==> config.mk <==
export PLATFORM = sky130hd
export DESIGN_NAME = cam_frame_capture_ctrl
export DESIGN_NICKNAME = d
export VERILOG_FILES = /design/src/rtl/cam_frame_capture_ctrl.sv
export SDC_FILE = /design/constraint.sdc
export NUM_CORES = 1
export LEC_CHECK = 0
export CAP_MARGIN = 5
export CORE_UTILIZATION = 25
export DETAILED_ROUTE_END_ITERATION = 7
export DONT_BUFFER_PORTS = 1
export PLACE_DENSITY = 0.5
export SETUP_SLACK_MARGIN = 0.2
export SLEW_MARGIN = 10
export SYNTH_ARGS = -nofsm -noshare
export SYNTH_HDL_FRONTEND = slang
export SYNTH_SLANG_ARGS = --single-unit
export TNS_END_PERCENT = 1
==> constraint.sdc <==
create_clock -name p_clock -period 5.75 [get_ports p_clock]
set_input_delay 1.725 -clock p_clock [delete_from_list [all_inputs] [get_ports p_clock]]
set_output_delay 1.725 -clock p_clock [all_outputs]
set_load 0.03 [all_outputs]
==> src/rtl/cam_frame_capture_ctrl.sv <==
// ---------------------------------------------------------------------------
// cam_frame_capture_ctrl
//
// Captures assembled camera pixels into a single-port frame BRAM. Capture is
// armed by `start`, then aligns to the next vsync rising edge (frame
// boundary). It writes pixels to linear addresses starting at 0, counts
// pixels and lines, and reports each finished frame with a one-cycle
// frame_ready pulse. The block runs entirely in the camera pixel clock domain.
//
// Ports
//   p_clock      camera pixel clock (only clock)
//   rst          asynchronous, active-high reset
//   start        one-cycle arm request, honoured only while idle
//   continuous   re-capture every frame; sampled at each frame end
//   abort        return to idle on the next cycle from any state
//   vsync        camera vsync; rising edge marks a frame boundary
//   href         camera href; falling edge marks the end of a line
//   pixel_valid  assembled pixel strobe
//   pixel_data   assembled RGB444 pixel
//   bram_we      BRAM write enable (one cycle after an accepted pixel)
//   bram_addr    BRAM write address
//   bram_din     BRAM write data
//   busy         high while armed or capturing
//   frame_ready  one-cycle pulse at frame end
//   frame_ok     valid with frame_ready: exact pixel and line geometry
//   pix_count    pixels received in last frame, including dropped ones
//   line_count   href falling edges seen in last frame
//   overflow     sticky: a pixel was dropped; cleared on start
// ---------------------------------------------------------------------------
module cam_frame_capture_ctrl #(
  parameter int unsigned H_ACTIVE = 320,
  parameter int unsigned V_ACTIVE = 240,
  parameter int unsigned ADDR_W   = 17,
  parameter int unsigned PIX_W    = 12
) (
  input  logic              p_clock,
  input  logic              rst,
  input  logic              start,
  input  logic              continuous,
  input  logic              abort,
  input  logic              vsync,
  input  logic              href,
  input  logic              pixel_valid,
  input  logic [PIX_W-1:0]  pixel_data,
  output logic              bram_we,
  output logic [ADDR_W-1:0] bram_addr,
  output logic [PIX_W-1:0]  bram_din,
  output logic              busy,
  output logic              frame_ready,
  output logic              frame_ok,
  output logic [ADDR_W:0]   pix_count,
  output logic [9:0]        line_count,
  output logic              overflow
);

  // Frame size needs one bit more than the BRAM address, because the
  // frame may fill the whole address space exactly.
  localparam logic [ADDR_W:0] FRAME_PIX   = (ADDR_W+1)'(H_ACTIVE * V_ACTIVE);
  localparam logic [9:0]      FRAME_LINES = 10'(V_ACTIVE);
  localparam logic [ADDR_W:0] PIX_MAX     = '1;
  localparam logic [9:0]      LINE_MAX    = '1;
  localparam logic [ADDR_W:0] ADDR_ONE    = (ADDR_W+1)'(1);

  typedef enum logic [1:0] {
    S_IDLE,
    S_ARM,
    S_CAPTURE
  } state_t;

  state_t            state;
  logic              vsync_d;
  logic              href_d;
  logic [ADDR_W:0]   wr_addr;
  logic [ADDR_W:0]   pix_cnt;
  logic [9:0]        line_cnt;

  logic              vs_rise;
  logic              href_fall;
  logic              frame_full;

  assign vs_rise    = vsync & ~vsync_d;
  assign href_fall  = ~href & href_d;
  assign frame_full = (wr_addr >= FRAME_PIX);

  always_ff @(posedge p_clock or posedge rst) begin
    if (rst) begin
      state       <= S_IDLE;
      vsync_d     <= 1'b0;
      href_d      <= 1'b0;
      wr_addr     <= '0;
      pix_cnt     <= '0;
      line_cnt    <= '0;
      bram_we     <= 1'b0;
      bram_addr   <= '0;
      bram_din    <= '0;
      busy        <= 1'b0;
      frame_ready <= 1'b0;
      frame_ok    <= 1'b0;
      pix_count   <= '0;
      line_count  <= '0;
      overflow    <= 1'b0;
    end else begin
      vsync_d     <= vsync;
      href_d      <= href;
      bram_we     <= 1'b0;
      frame_ready <= 1'b0;
      frame_ok    <= 1'b0;

      if (abort) begin
        state <= S_IDLE;
        busy  <= 1'b0;
      end else begin
        case (state)
          S_IDLE: begin
            if (start) begin
              state    <= S_ARM;
              busy     <= 1'b1;
              overflow <= 1'b0;
            end
          end

          S_ARM: begin
            if (vs_rise) begin
              state    <= S_CAPTURE;
              wr_addr  <= '0;
              pix_cnt  <= '0;
              line_cnt <= '0;
            end
          end

          S_CAPTURE: begin
            if (vs_rise) begin
              // Frame boundary: report the finished frame. A pixel or href
              // edge landing on this same cycle belongs to neither frame;
              // the pixel is dropped and flagged.
              frame_ready <= 1'b1;
              pix_count   <= pix_cnt;
              line_count  <= line_cnt;
              frame_ok    <= (pix_cnt == FRAME_PIX) && (line_cnt == FRAME_LINES);
              if (pixel_valid) begin
                overflow <= 1'b1;
              end
              wr_addr  <= '0;
              pix_cnt  <= '0;
              line_cnt <= '0;
              if (!continuous) begin
                state <= S_IDLE;
                busy  <= 1'b0;
              end
            end else begin
              if (pixel_valid) begin
                if (!frame_full) begin
                  bram_we   <= 1'b1;
                  bram_addr <= wr_addr[ADDR_W-1:0];
                  bram_din  <= pixel_data;
                  wr_addr   <= wr_addr + ADDR_ONE;
                end else begin
                  overflow <= 1'b1;
                end
                if (pix_cnt != PIX_MAX) begin
                  pix_cnt <= pix_cnt + ADDR_ONE;
                end
              end
              if (href_fall && (line_cnt != LINE_MAX)) begin
                line_cnt <= line_cnt + 10'd1;
              end
            end
          end

          default: begin
            state <= S_IDLE;
            busy  <= 1'b0;
          end
        endcase
      end
    end
  end

endmodule

=== Yosys cells after proc, flatten, opt, wreduce, memory -nomap -nowiden ===
Index checks and enable logic that the tools add are counted.

* Bits in writable memories: 0
* Flip-flop bits (word level): 112
* Memory bits (read-only): 0
* Logic and storage cells: 99
* Memories: 0
* Bits of input ports: 20
* Bits in latches: 0
* Output and inout port bits: 62

* $mul: 0
* Equal/unequal tests: 19
* Reduce and logical (&&, ||, !) cells: 13
* Shift-type cells: 0
* Muxes and demuxes: 41
* Order comparisons: 1
* $add $sub $neg: 3
* Bitwise logic cells: 7
* Div/mod/pow operators: 0

{| class="wikitable"
|+ Operator list
! cell !! number
|-
| $mux W18 || 7
|-
| $pmux W18 S2 || 2
|-
| $add A18 B1 Y18 const B || 2
|-
| $mux W10 || 3
|-
| $ne A3 B3 Y1 const B || 9
|-
| $mux W1 || 20
|-
| $pmux W10 S2 || 1
|-
| $reduce_and A5 Y1 || 4
|-
| $eq A18 B17 Y1 const B || 1
|-
| $ge A18 B17 Y1 const B || 1
|-
| $ne A18 B18 Y1 const B || 1
|-
| $reduce_and A4 Y1 || 3
|-
| $add A10 B1 Y10 const B || 1
|-
| $eq A10 B8 Y1 const B || 1
|-
| $mux W2 || 5
|-
| $ne A10 B10 Y1 const B || 1
|-
| $ne A2 B2 Y1 const B || 4
|-
| $pmux W2 S3 || 1
|-
| $not A1 Y1 || 5
|-
| $reduce_bool A2 Y1 || 2
|-
| $pmux W1 S3 || 1
|-
| $reduce_and A3 Y1 || 1
|-
| $and A1 B1 Y1 || 2
|-
| $eq A2 B1 Y1 const B || 1
|-
| other kinds (4) || 5
|}

=== Logic depth before layout (Yosys ltp) ===
* Word-level depth: 6
* Depth in mapped cells: 8

=== Worst setup path before layout ===
Ideal clock, no wire load.

* Path type: input -> register
* From: input vsync
* To: register pix_cnt[2]
* Stages: 6
* Data required time: 5654 ps
* Path slack: 2500 ps
* Buffers on the path: 1
* Arrival time: 3154 ps
* Path through: and2b_2 > or4_1 > buf_2 > nor3_4 > nor2_4 > a311oi_2

* Cells in the longest elaborated chain, start to end: 3

{| class="wikitable"
|+ RTL lines
! element !! line !! text
|-
| start, declared || 41 || <nowiki>input logic vsync,</nowiki>
|-
| $and A1 B1 Y1 (*) || 81 || <nowiki>assign vs_rise = vsync & ~vsync_d;</nowiki>
|-
| $ne A3 B3 Y1 (no line), or another cell as far along || - ||
|-
| $reduce_and A5 Y1 (no line) or $pmux W18 S2 (tied branches) || - ||
|-
| end signal, assigned || 161 || <nowiki>pix_cnt <= pix_cnt + ADDR_ONE;</nowiki>
|-
| end, declared || 74 || <nowiki>logic [ADDR_W:0] pix_cnt;</nowiki>
|}

Mark *: on every way between the ends. The rest lies on a longest branch, timed or not.
A chain may end at the register's enable or synchronous reset.

=== Worst setup path in the final report ===
* From: input vsync
* To: register bram_addr[8]

* Cells in the longest elaborated chain, start to end: 3

{| class="wikitable"
|+ RTL lines
! element !! line !! text
|-
| $and A1 B1 Y1 || 81 ||
|-
| $not A1 Y1 (no line) || - ||
|-
| $reduce_and A5 Y1 (no line) || - ||
|-
| end signal, assigned || 154 || <nowiki>bram_addr <= wr_addr[ADDR_W-1:0];</nowiki>
|-
| end, declared || 46 || <nowiki>output logic [ADDR_W-1:0] bram_addr,</nowiki>
|}

No other way between the ends.

==> results.md <==
- Synth Flop Type: dfrtp_1
- TNS Setup: 0 ns
- Clock sink total: 112
- CTS H-tree depth: 3
- IO Port Bufs: 0
- Critical path's slowest cell: nand3_2
- Clk_skew: 0.0110 ns
- Final Hold Viols: 0
- CTS clock-pin slew for the worst setup and hold paths: 0.07 ns
- RSZ-0062 raised after global routing: no
- Cts bufs inserted: 9
- GP Congestion: 0.793
- Max IR drop VDD: 0.000144 V
- GRT Util Overall: 0.121
- Pre-antenna DRT Iters: 5
- DP HPWL: 8850 um
- DRC: 0
- Total power: 1.57 mW
- Placement Setup Slack: 1.71 ns
- Crit path time final: 3.66 ns
- CP required: 5.98 ns
- Initial Util: 0.257
- Min-delay src: line_cnt[7]
- Nets: 537
- Tightest Pin Transition: 1.11 ns
- Row cnt: 52
- Cells along the critical path: nand2b_1 -> nand2_1 -> a21oi_1 -> nand3_2 -> mux2_2
- Chip height: 147 um
- Most frequent cells in the layout: 112 x dfrtp_1, 95 x nand2_1, 29 x o21ai_0, 29 x mux2_2, 26 x a21oi_1
- Core area: 20400 um^2
- First-pass GRT wire length: 20700 um
- Crit-path max FO: 33
- CP Launch Type: primary input
- Cell count after synthesis: 522
- Max-slew violation count: 0
- Lkg Pwr: 2.55 nW
- Post-route clock period utilization: 0.637
- Hold Crit Class: reg2reg
- PD cells: 272 nW/um^2
- Reg-to-Reg End: bram_addr[8]
- Worst path bufs/invs: 0
- WL final: 12700 um
- R2r startpoint: state[0]
- Final Util: 0.284
- Layout filler cell count: 2193
- Sequential element share of the synthesized area: 0.535
- Clk root buf: clkbuf_16
- Overflow after GRT: 0
- Reg2Reg Depth: 5
- Multi-input gate area: 2260 um^2
- Asr flop ratio synth: 1.00
- CTS tree: built
- Latest clock arrival within the worst-skew pair: 0.36 ns
- Final setup fails: 0
- Share of cells above drive strength 1: 0.132
- CP arrival: 3.89 ns
- PostCTS Resize Cnt: 0
- Ys Warns: 0
- Run status: completed
- Slowest cell delay on critical path: 0.67 ns
- Met2 routed WL: 5900 um
- Vias per inst: 4.97
- Layout area overhead: 10.2%
- R2R Setup Slk: 2.89 ns
- Cell variety after synth: 59
- CP Depth: 5
- Ant. Diodes: 0
- Die X: 147 um
- Post-CTS Setup Inserts: 0
- Die footprint: 21600 um^2
- Metal-1 WL: 5710 um
- Clock Tree Buf Depth: 2
- Critical Path Sink Type: flip-flop
- I/O pin cnt: 82
- Slew HR: 0.256
- Max-Cap Viols: 0
- Cell count after placement: 770
- FMAX: 273 MHz
- Initial DRC count: 233
- Antenna violations before repair: 0
- Wirelength per Cell: 16.1 um
- Post-synth EDFFs: 0
- Vias in the first global route: 3834
- Fin cells: 786
- Largest net degree at the start of global routing: 83
- Vias: 3903
- Hold Path Sink: line_cnt[7]
- Met3 wire length: 958 um
- Syn nets: 548
- Post-synthesis instance area: 5240 um^2
- ANT nets after route: 0
- WHS Path Cells: 1
- Hold buffer count at CTS: 0
- Commonest non-fill, non-tap cell in the layout: dfrtp_1
- Register bit total from synthesis: 112
- Syn avg cell area: 10.0 um^2
- Crit path setup slack, layout: 2.09 ns
- Critical path type: in2reg
- Register area: 2800 um^2
- CP top delay family: simple AND/OR/NAND/NOR gates
- Highest routed layer: met4
## cells in the mapped netlist, types with 2 or more instances
cell       count  area share
nand2_1       95       0.068
and3_1         4      0.0048
mux2_2        29       0.062
and4_1         4      0.0067
xnor2_1        4      0.0067
nand2b_1       4      0.0048
nor3_1         5      0.0048
nand3_1       25       0.024
dfrtp_1      112        0.53
a2111oi_0      3      0.0050
o21ai_0       29       0.028
nor4_1         6      0.0072
inv_1         20       0.014
nand4_1        8      0.0095
o31ai_1       20       0.029
or4_2          4      0.0067
mux2i_1        2      0.0038
o311ai_0       3      0.0050
ha_1           6       0.014
and2_1         5      0.0060
or3_1          6      0.0072
or4_1         15       0.021
clkbuf_1      16       0.011
a21oi_1       26       0.025
o41ai_1        2      0.0033
o21ai_1        2      0.0019
or2_2          3      0.0036
o211ai_1       3      0.0043
nor2_1        24       0.017
buf_2          7      0.0067
o21a_1         2      0.0029
## logic make-up after synthesis
| family | synth area share |
|---|---|
| and+or+nand+nor | 0.218 |
| DFF | 0.535 |
| AOI/OAI and AO/OA | 0.124 |
| buffers and inverters | 0.0346 |
| muxes | 0.0661 |
| adders and majority gates | 0.0143 |
| xor gates and xnor gates | 0.00835 |
## layout make-up
class | instances | area share
sequential | 112 | 0.485
inverter | 20 | 0.0134
timing repair buffer | 3 | 0.00390
clock buffer | 10 | 0.0396
multi-input combinational | 365 | 0.392
tap | 270 | 0.0585
clock inverter | 6 | 0.00758
## stage by stage
step	instance area [um^2]	hold slack, ns
floorplan	5240	0.468
global placement	5500	0.508
detailed placement	5500	0.509
CTS	5780	0.525
global route	5780	0.545
finish	5780	0.521
## power by group
group          switching [mW]  internal (mW)  leakage, nW
logic                  0.0522         0.0338        0.870
clock network           0.291          0.296        0.133
registers              0.0777          0.820         1.54
## flip-flops by register name, summed over array words and instances (netlist names)
name and count:
line_count 10, bram_addr 17, pix_cnt 18, frame_ok 1, busy 1, state 2, frame_ready 1, href_d 1
pix_count 18, wr_addr 18, vsync_d 1, bram_din 12, line_cnt 10, overflow 1, bram_we 1
## metal layers
| metal | vias to the layer above | global-route usage |
|---|---|---|
| met4 | 0 | 0.0307 |
| li1 | 1839 | - |
| met2 | 122 | 0.192 |
| met1 | 1935 | 0.157 |
| met5 | - | 0 |
| met3 | 7 | 0.0416 |
## worst max-delay path by stage
stage / startpoint / end / slack, ns
final: vsync / bram_addr[8] / 2.09
after global routing: vsync / bram_addr[0] / 1.92
after CTS: vsync / bram_addr[8] / 2.07
after detailed placement: vsync / bram_din[5] / 1.71
after global placement: vsync / bram_din[7] / 1.86
after floorplan: rst / bram_addr[0] / 1.07
(Power assumes the default switching activity.)
